--- src/rtl/serial_popcount_acc.sv ---
// Serial popcount front-end: accepts one operand vector, counts its set bits one per cycle,
// and folds each count into a sticky-saturating running accumulator behind valid/ready ports.
module serial_popcount_acc #(
    parameter int N_IN  = 5,
    parameter int CNT_W = 3,
    parameter int ACC_W = 8
) (
    input  logic             clk,
    input  logic             rst_n,
    input  logic             in_valid,
    output logic             in_ready,
    input  logic [N_IN-1:0]  in_vec,
    input  logic             acc_clr,
    output logic             out_valid,
    input  logic             out_ready,
    output logic [CNT_W-1:0] out_cnt,
    output logic [ACC_W-1:0] out_acc,
    output logic             acc_sat
);

    localparam int IDX_W = (N_IN > 1) ? $clog2(N_IN) : 1;

    typedef enum logic [1:0] {
        IDLE  = 2'd0,
        SHIFT = 2'd1,
        OUT   = 2'd2
    } state_t;

    state_t             state_r;
    state_t             state_nxt_s;
    logic [N_IN-1:0]    sreg_r;
    logic [CNT_W-1:0]   cnt_r;
    logic [CNT_W-1:0]   cnt_nxt_s;
    logic [IDX_W-1:0]   idx_r;
    logic               last_s;
    logic               in_ready_s;
    logic               out_valid_s;
    logic [CNT_W-1:0]   out_cnt_r;
    logic [ACC_W-1:0]   out_acc_r;
    logic               acc_sat_r;
    logic [ACC_W-1:0]   acc_base_s;
    logic [ACC_W:0]     acc_sum_s;
    logic [ACC_W-1:0]   acc_upd_s;
    logic               sat_upd_s;

    // Widened add so the carry-out flags saturation.
    function automatic logic [ACC_W:0] add_ext(input logic [ACC_W-1:0] base,
                                               input logic [CNT_W-1:0] cnt);
        return {1'b0, base} + (ACC_W+1)'(cnt);
    endfunction

    // State register.
    always_ff @(posedge clk or negedge rst_n) begin
        if (!rst_n) begin
            state_r <= IDLE;
        end else begin
            state_r <= state_nxt_s;
        end
    end

    // Next-state logic.
    always_comb begin
        state_nxt_s = state_r;
        case (state_r)
            IDLE:    state_nxt_s = in_valid ? SHIFT : IDLE;
            SHIFT:   state_nxt_s = last_s ? OUT : SHIFT;
            OUT:     state_nxt_s = out_ready ? IDLE : OUT;
            default: state_nxt_s = IDLE;
        endcase
    end

    // Handshake outputs decode straight from the state register, so no input reaches them.
    always_comb begin
        in_ready_s  = 1'b0;
        out_valid_s = 1'b0;
        case (state_r)
            IDLE:    in_ready_s  = 1'b1;
            SHIFT:   in_ready_s  = 1'b0;
            OUT:     out_valid_s = 1'b1;
            default: in_ready_s  = 1'b0;
        endcase
    end

    // Per-bit count step and saturating accumulator update; a coincident clear zeroes the base first.
    always_comb begin
        cnt_nxt_s  = cnt_r + CNT_W'(sreg_r[0]);
        last_s     = (state_r == SHIFT) && (idx_r == IDX_W'(N_IN - 1));
        acc_base_s = acc_clr ? {ACC_W{1'b0}} : out_acc_r;
        acc_sum_s  = add_ext(acc_base_s, cnt_nxt_s);
        acc_upd_s  = acc_sum_s[ACC_W] ? {ACC_W{1'b1}} : acc_sum_s[ACC_W-1:0];
        sat_upd_s  = (acc_clr ? 1'b0 : acc_sat_r) | acc_sum_s[ACC_W];
    end

    // Shift datapath: load on accept, consume LSB first while shifting.
    always_ff @(posedge clk or negedge rst_n) begin
        if (!rst_n) begin
            sreg_r <= {N_IN{1'b0}};
            cnt_r  <= {CNT_W{1'b0}};
            idx_r  <= {IDX_W{1'b0}};
        end else begin
            case (state_r)
                IDLE: begin
                    if (in_valid) begin
                        sreg_r <= in_vec;
                        cnt_r  <= {CNT_W{1'b0}};
                        idx_r  <= {IDX_W{1'b0}};
                    end
                end
                SHIFT: begin
                    sreg_r <= {1'b0, sreg_r[N_IN-1:1]};
                    cnt_r  <= cnt_nxt_s;
                    idx_r  <= idx_r + IDX_W'(1);
                end
                default: begin
                    sreg_r <= sreg_r;
                end
            endcase
        end
    end

    // Result registers: held in OUT; only acc_clr may disturb them outside the final shift.
    always_ff @(posedge clk or negedge rst_n) begin
        if (!rst_n) begin
            out_cnt_r <= {CNT_W{1'b0}};
            out_acc_r <= {ACC_W{1'b0}};
            acc_sat_r <= 1'b0;
        end else if (last_s) begin
            out_cnt_r <= cnt_nxt_s;
            out_acc_r <= acc_upd_s;
            acc_sat_r <= sat_upd_s;
        end else if (acc_clr) begin
            out_acc_r <= {ACC_W{1'b0}};
            acc_sat_r <= 1'b0;
        end else begin
            out_acc_r <= out_acc_r;
        end
    end

    assign in_ready  = in_ready_s;
    assign out_valid = out_valid_s;
    assign out_cnt   = out_cnt_r;
    assign out_acc   = out_acc_r;
    assign acc_sat   = acc_sat_r;

endmodule
--- config.mk ---
export PLATFORM = sky130hd
export DESIGN_NAME = serial_popcount_acc
export DESIGN_NICKNAME = d
export VERILOG_FILES = /design/src/rtl/serial_popcount_acc.sv
export SDC_FILE = /design/constraint.sdc
export NUM_CORES = 1
export LEC_CHECK = 0
export BUFFER_PORTS_ARGS = -buffer_cell sky130_fd_sc_hd__buf_2
export CAP_MARGIN = 40
export CORE_ASPECT_RATIO = 1.1
export CORE_MARGIN = 3
export CORE_UTILIZATION = 35
export CTS_CLUSTER_DIAMETER = 30
export DETAILED_ROUTE_END_ITERATION = 12
export PLACE_DENSITY = 0.65
export SLEW_MARGIN = 20
export SYNTH_ARGS = -nofsm -noshare
export SYNTH_HDL_FRONTEND = slang
export SYNTH_SLANG_ARGS = --single-unit
export TNS_END_PERCENT = 30
--- constraint.sdc ---
create_clock -name clk -period 2.4 [get_ports clk]
set_input_delay 0.48 -clock clk [delete_from_list [all_inputs] [get_ports clk]]
set_output_delay 0.48 -clock clk [all_outputs]
set_load 0.005 [all_outputs]
==> flow_summary_export.csv, run 1 <==
group,metric,value,unit
yosys,synth.avg_cell_area,10.0,sq um
power_and_ir_drop,switching_share,35.6,%
timing,fmax,0.442,GHz
global_routing,grt_pass1_wl,4.62,mm
timing,slew_violations,0,
place,dpl_worst_slack,-0.0354,ns
power_and_ir_drop,switchingPower,0.526,mW
setup_path,r2r-start,"sreg_r[0]",
global_routing,grt_start_max_net_pins,26,
power_and_ir_drop,ir_drop,633,uV
drt,dr.pass1.iters,4,
timing,worst_pin_slew,0.538,ns
cells_and_area,fin_util,43.3,%
yosys,syn_area,0.00137,sq mm
cells_and_area,final_cell_mix,"25 x dfrtp_1, 23 x buf_2, 18 x nand2_1",
timing,setup_ws,0.139,ns
die,io_pins,24,
die,initial_core_util,36.8,%
setup_path,slowest_delay,0.44,ns
min_path,hold_path_class,"input pin to asynchronous set/reset pin",
cts,cts_tree,"done",
setup_path,cp_slowest_cell,"fa_1",
global_routing,antenna_found_initial,0,
outcome,status,"finished, final reports clean",
power_and_ir_drop,combPwrFrac,38.7,%
setup_path,crit_path_end_kind,"flip-flop",
setup_path,crit_chain,"ha_1 > ha_1 > fa_1 > maj3_1 > nand3_1 > xor2_1 > o21ai_0",
yosys,synth_nets,153,
place,portBuffers,23,
setup_path,critPathLaunchType,"flip-flop",
cts,cts_made_buffers,3,
cells_and_area,diodes,0,
cells_and_area,layout_commonest_cell,"dfrtp_1",
place,gp_congestion,0.812,
cells_and_area,drive_gt1_share,27.3,%
cells_and_area,nets,179,
timing,finClkSkew,0.00103,ns
cts,cts.sinks,25,
power_and_ir_drop,pwr-share-seq,45.1,%
drt,vias,1016,
die,fp.dieArea,0.00469,sq mm
setup_path,crit_fanout,3,
cells_and_area,fill_cells,374,
cts,clock_latency,0.26,ns
die,die_x,65.6,um
timing,fin_crit_sh,94.2,%
drt,finalWirelength,2.57,mm
timing,hold_viol,0,
global_routing,grt_pass1_vias,1034,
yosys,synth_cell_type_count,34,
setup_path,reg2reg_to,"out_acc[6]",
cts,cts_setup_buffers,0,
drt,post_drt_via_cell_ratio,4.82,
setup_path,crit_arrival,2.41,ns
timing,grt_setup_unrepaired,"false",
setup_path,cp_common_cell,"ha_1",
power_and_ir_drop,leakage,0.830,nW
setup_path,timing_worst_setup_path_type,"flip-flop to flip-flop",
die,core,0.00371,sq mm
cts,root_buffer,"clkbuf_8",
cells_and_area,area_growth,17.8,%
drt,drtIter0Drc,35,
yosys,ys_seq_area_share,45.8,%
setup_path,cp.required,2.55,ns
global_routing,grt_use_total,12.5,%
setup_path,endpoint,"out_acc[6]",
cts,clk_pin_slew,0.08,ns
die,die_h,71.5,um
timing,finalSetupTns,0,ns
place,dp_hpwl,1.99,mm
power_and_ir_drop,clockPowerShare,16.2,%
yosys,ys_warn_count,0,
global_routing,gr-total-overflow,0,
cts,max-clock-path-buffers,2,
timing,layout_min_cycle_time,2.26,ns
die,rows,23,
flow_run,maxCapViolCount,0,
timing,setup_violations,0,
yosys,syn_inst,136,
drt,post-route-drc-count,0,
power_and_ir_drop,internal-power,0.952,mW
setup_path,regToRegSetupSlack,0.14,ns
cts,h-tree-depth,1,
drt,wl_per_cell,12.2,um
yosys,synth_seq_cells,25,
setup_path,worst-r2r-cell-count,7,
drt,ant_nets,0,
setup_path,worstSetupStartpoint,"sreg_r[0]",
timing,max_slew_margin,64.1,%
power_and_ir_drop,p_per_area,919,mW/mm^2
==> cell families after synthesis <==
group                    share of synthesized area (%)
AO/OA/AOI/OAI                                     14.3
XOR/XNOR                                          5.04
adder cells (fa/ha/maj)                           9.98
buffers and inverters                             3.85
flip-flops                                        45.8
multiplexers                                      1.65
AND/OR/NAND/NOR                                   19.4
==> routing by layer <==
metal | routed length (um) | part of all wire (%) | vias to the layer above | global-route usage, %
li1 | - | - | 516 | -
met1 | 1170 | 46 | 473 | 16.1
met2 | 1260 | 49 | 23 | 21.6
met3 | 121 | 4.7 | 4 | 3.29
met4 | 15 | 0.58 | 0 | 2.07
met5 | 0 | 0 | - | 0
==> final cells by class <==
class,count,area [sq um],share of cell area (%)
inverter,6,22.5,1.40
clock buffer,3,41.3,2.57
tap,50,62.6,3.89
sequential,25,626,38.9
multi-input combinational,99,707,43.9
timing repair buffer,27,145,9.02
clock inverter,1,5.00,0.311
==> registers in the layout (all words and copies together), names as in the netlist <==
signal,cells
sreg_r,5
cnt_r,3
acc_sat,1
out_acc,8
out_cnt,3
idx_r,3
state_r,2
==> worst min path at each step <==
stage                     from    endpoint  slack (ns)  cells after the start
finish                   rst_n  out_acc[7]        0.19                      1
global route             rst_n  out_cnt[2]        0.22                      1
CTS                      rst_n  out_cnt[2]        0.21                      1
detailed placement  out_cnt[1]  out_cnt[1]        0.47                      2
global placement    out_cnt[0]  out_cnt[0]        0.47                      2
floorplan                rst_n     acc_sat        0.18                      0
==> worst max-delay path: cells and delay by family (launching register included) <==
family	cells	cell delay, ns
flops	1	0.39
fa+ha+maj	4	1.41
compound gates	1	0.09
simple gates	1	0.12
xor+xnor	1	0.14
==> cell usage after synthesis (all sizes together) <==
| library cell | instances | area share (%) |
|---|---|---|
| clkbuf | 5 | 1.4 |
| ha | 6 | 5.5 |
| dfrtp | 25 | 46 |
| fa | 1 | 1.5 |
| inv | 6 | 1.6 |
| buf | 1 | 0.82 |
| xnor2 | 4 | 2.6 |
| nand4b | 1 | 1.7 |
| a31oi | 3 | 1.4 |
| a311o | 1 | 0.73 |
| or2 | 1 | 0.46 |
| a31o | 1 | 0.64 |
| and2b | 1 | 0.64 |
| mux2 | 2 | 1.6 |
| a22oi | 4 | 2.2 |
| a21o | 1 | 0.55 |
| o21bai | 1 | 0.55 |
| and4b | 2 | 1.6 |
| nor2 | 11 | 3.0 |
| nor3b | 1 | 0.55 |
| a22o | 4 | 2.6 |
| nand4 | 1 | 0.46 |
| nand2 | 18 | 4.9 |
| nor2b | 7 | 3.2 |
| a21oi | 3 | 1.1 |
| o21ai | 11 | 4.6 |
| nand2b | 3 | 1.4 |
| xor2 | 3 | 2.5 |
| maj3 | 4 | 3.0 |
| nand3 | 4 | 1.5 |
==> stage by stage <==
stage          instance area (sq um)  std cells  power [mW]  hold slack (ns)
2_1_floorplan                   1370        136        1.05            0.184
3_3_place_gp                    1540        207        1.21            0.465
3_5_place_dp                    1540        207        1.23            0.467
4_1_cts                         1610        211        1.50            0.208
5_1_grt                         1610        211        1.62            0.222
6_report                        1610        211        1.48            0.190
==> power groups by stage <==
stage,Sequential [mW],Combinational (mW),Clock (mW)
3_5_place_dp,0.674,0.555,0
5_1_grt,0.692,0.657,0.268
3_3_place_gp,0.668,0.543,0
4_1_cts,0.672,0.578,0.250
6_report,0.667,0.571,0.239
2_1_floorplan,0.630,0.417,0
==> repair_timing <==
| item | 4_1_cts | 5_1_grt |
|---|---|---|
| hold buffers | 0 | 0 |
| endpoints found under the setup margin | 5 | 1 |
| resized for setup | 2 | 1 |
(Power assumes the default switching activity.)
==> inputs of run 2 (changes only) <==
- PLACE_DENSITY: 0.65 -> 0.56
==> flow_summary_export.csv, run 2 (same netlist as run 1, synthesis figures left out) <==
group,metric,value,unit
cts,root_buffer,"clkbuf_8",
cts,ctsHoldBuffers,0,
cts,cts_resized,1,
drt,post-route-drc-count,0,
cells_and_area,multi_input_area,707,sq um
timing,layout_min_cycle_time,2.25,ns
power_and_ir_drop,combPwrFrac,39.3,%
setup_path,cp.required,2.55,ns
global_routing,grt_start_max_net_pins,26,
cells_and_area,fill_cells,364,
cells_and_area,layout_commonest_cell,"dfrtp_1",
place,dp.cells,208,
die,initial_core_util,36.8,%
timing,fmax,0.444,GHz
die,core,0.00371,sq mm
cells_and_area,diodes,0,
setup_path,crit_path_end_kind,"flip-flop",
cts,h-tree-depth,1,
timing,finClkSkew,0.00219,ns
cells_and_area,final_cell_area,0.00162,sq mm
cts,clk_pin_slew,0.09,ns
cells_and_area,area_growth,18.3,%
die,io_pins,24,
setup_path,cp_common_cell,"ha_1",
min_path,hold_path_class,"input pin to asynchronous set/reset pin",
die,rows,23,
power_and_ir_drop,pwr-share-seq,44.2,%
setup_path,crit_arrival,2.41,ns
setup_path,critPathLaunchType,"flip-flop",
timing,grt_setup_unrepaired,"false",
cells_and_area,ff_latch_area,626,sq um
cts,cts.sinks,25,
cts,clock_latency,0.27,ns
drt,drtIter0Drc,36,
drt,ant_nets,0,
drt,wl_per_cell,12.8,um
cts,cts_tree,"done",
timing,worst_pin_slew,0.558,ns
cts,max-clock-path-buffers,2,
die,die_h,71.5,um
die,fp.dieArea,0.00469,sq mm
die,die_x,65.6,um
setup_path,timing_worst_setup_path_type,"flip-flop to flip-flop",
cts,cts_made_buffers,3,
cells_and_area,drive_gt1_share,27.8,%
outcome,status,"finished, final reports clean",
timing,finalSetupTns,0,ns
drt,vias,1043,
global_routing,grt_pass1_wl,4.65,mm
cells_and_area,nets,180,
place,portBuffers,23,
timing,slew_violations,0,
power_and_ir_drop,leakage,0.834,nW
drt,post_drt_via_cell_ratio,4.92,
power_and_ir_drop,switchingPower,0.552,mW
global_routing,antenna_found_initial,0,
global_routing,grt_pass1_vias,1001,
cts,cts_setup_buffers,0,
cells_and_area,final_cell_mix,"25 x dfrtp_1, 23 x buf_2, 18 x nand2_1",
global_routing,grt_use_total,12.6,%
place,dp_hpwl,1.95,mm
timing,setup_violations,0,
place,place_area,0.00155,sq mm
setup_path,slowest_delay,0.43,ns
cells_and_area,stdcell_count,212,
power_and_ir_drop,ir_drop,475,uV
setup_path,cp_slowest_cell,"fa_1",
timing,hold_viol,0,
timing,fin_crit_sh,93.9,%
power_and_ir_drop,total_power,1.52,mW
timing,whs,0.187,ns
drt,dr.pass1.iters,4,
place,gp_congestion,0.772,
power_and_ir_drop,switching_share,36.3,%
timing,max_slew_margin,62.8,%
power_and_ir_drop,internal-power,0.969,mW
flow_run,maxCapViolCount,0,
power_and_ir_drop,clockPowerShare,16.6,%
drt,finalWirelength,2.70,mm
setup_path,crit_fanout,8,
power_and_ir_drop,p_per_area,941,mW/mm^2
cells_and_area,largest_reg_flops,8,
global_routing,gr-total-overflow,0,
setup_path,crit_chain,"ha_1 > ha_1 > fa_1 > maj3_1 > nand2_1 > or2_4 > o21ai_0",
## run 2: cell types whose count changed in the layout (fill, tap and decap cells not counted), sizes merged
cell  delta
buf      +1
## run 2: path summary, 6_finish.rpt
check | from | to | slack (ns) | cells past startpoint
worst min register to register | out_cnt[1] | out_cnt[1] | 0.48 | 2
min in group clk | out_ready | state_r[1] | 0.47 | 3
worst min-delay path | rst_n | out_acc[7] | 0.19 | 1
max in group asynchronous | rst_n | cnt_r[0] | 1.84 | 1
worst max register to register | sreg_r[0] | out_acc[0] | 0.15 | 7
worst max-delay path | sreg_r[0] | out_acc[0] | 0.15 | 7
## run 2: critical path: cells and delay by family (launching register included)
family          cells  cell delay, ns
fa+ha+maj           4            1.41
flops               1            0.39
simple gates        2            0.24
compound gates      1            0.09
## run 2: power by group through the flow
| stage | Sequential, mW | Clock [mW] | Combinational, mW |
|---|---|---|---|
| 2_1_floorplan | 0.630 | 0 | 0.417 |
| 3_3_place_gp | 0.668 | 0 | 0.573 |
| 3_5_place_dp | 0.677 | 0 | 0.583 |
| 4_1_cts | 0.669 | 0.263 | 0.590 |
| 5_1_grt | 0.691 | 0.282 | 0.677 |
| 6_report | 0.672 | 0.252 | 0.597 |
## run 2: metrics by stage
step | utilization [%] | setup slack [ns]
floorplan | - | 0.116
global placement | 41.8 | 0.0355
detailed placement | 41.8 | -0.0352
CTS | 43.1 | 0.0191
global route | 43.5 | 0.0733
finish | 43.5 | 0.145
## run 2: final cells by class
type	count	area share, %
Tap cell	50	3.87
Multi-Input combinational cell	99	43.7
Sequential cell	25	38.7
Timing Repair Buffer	28	9.44
Clock inverter	1	0.310
Inverter	6	1.39
Clock buffer	3	2.55
## run 2: per-layer routing
layer | global-route usage (%) | up-vias | share of wire [%] | wire [um]
li1 | - | 520 | - | -
met1 | 17.2 | 490 | 45 | 1220
met2 | 19.9 | 29 | 49 | 1320
met3 | 2.82 | 4 | 4.9 | 132
met4 | 4.15 | 0 | 1.0 | 27
met5 | 0 | - | 0 | 0
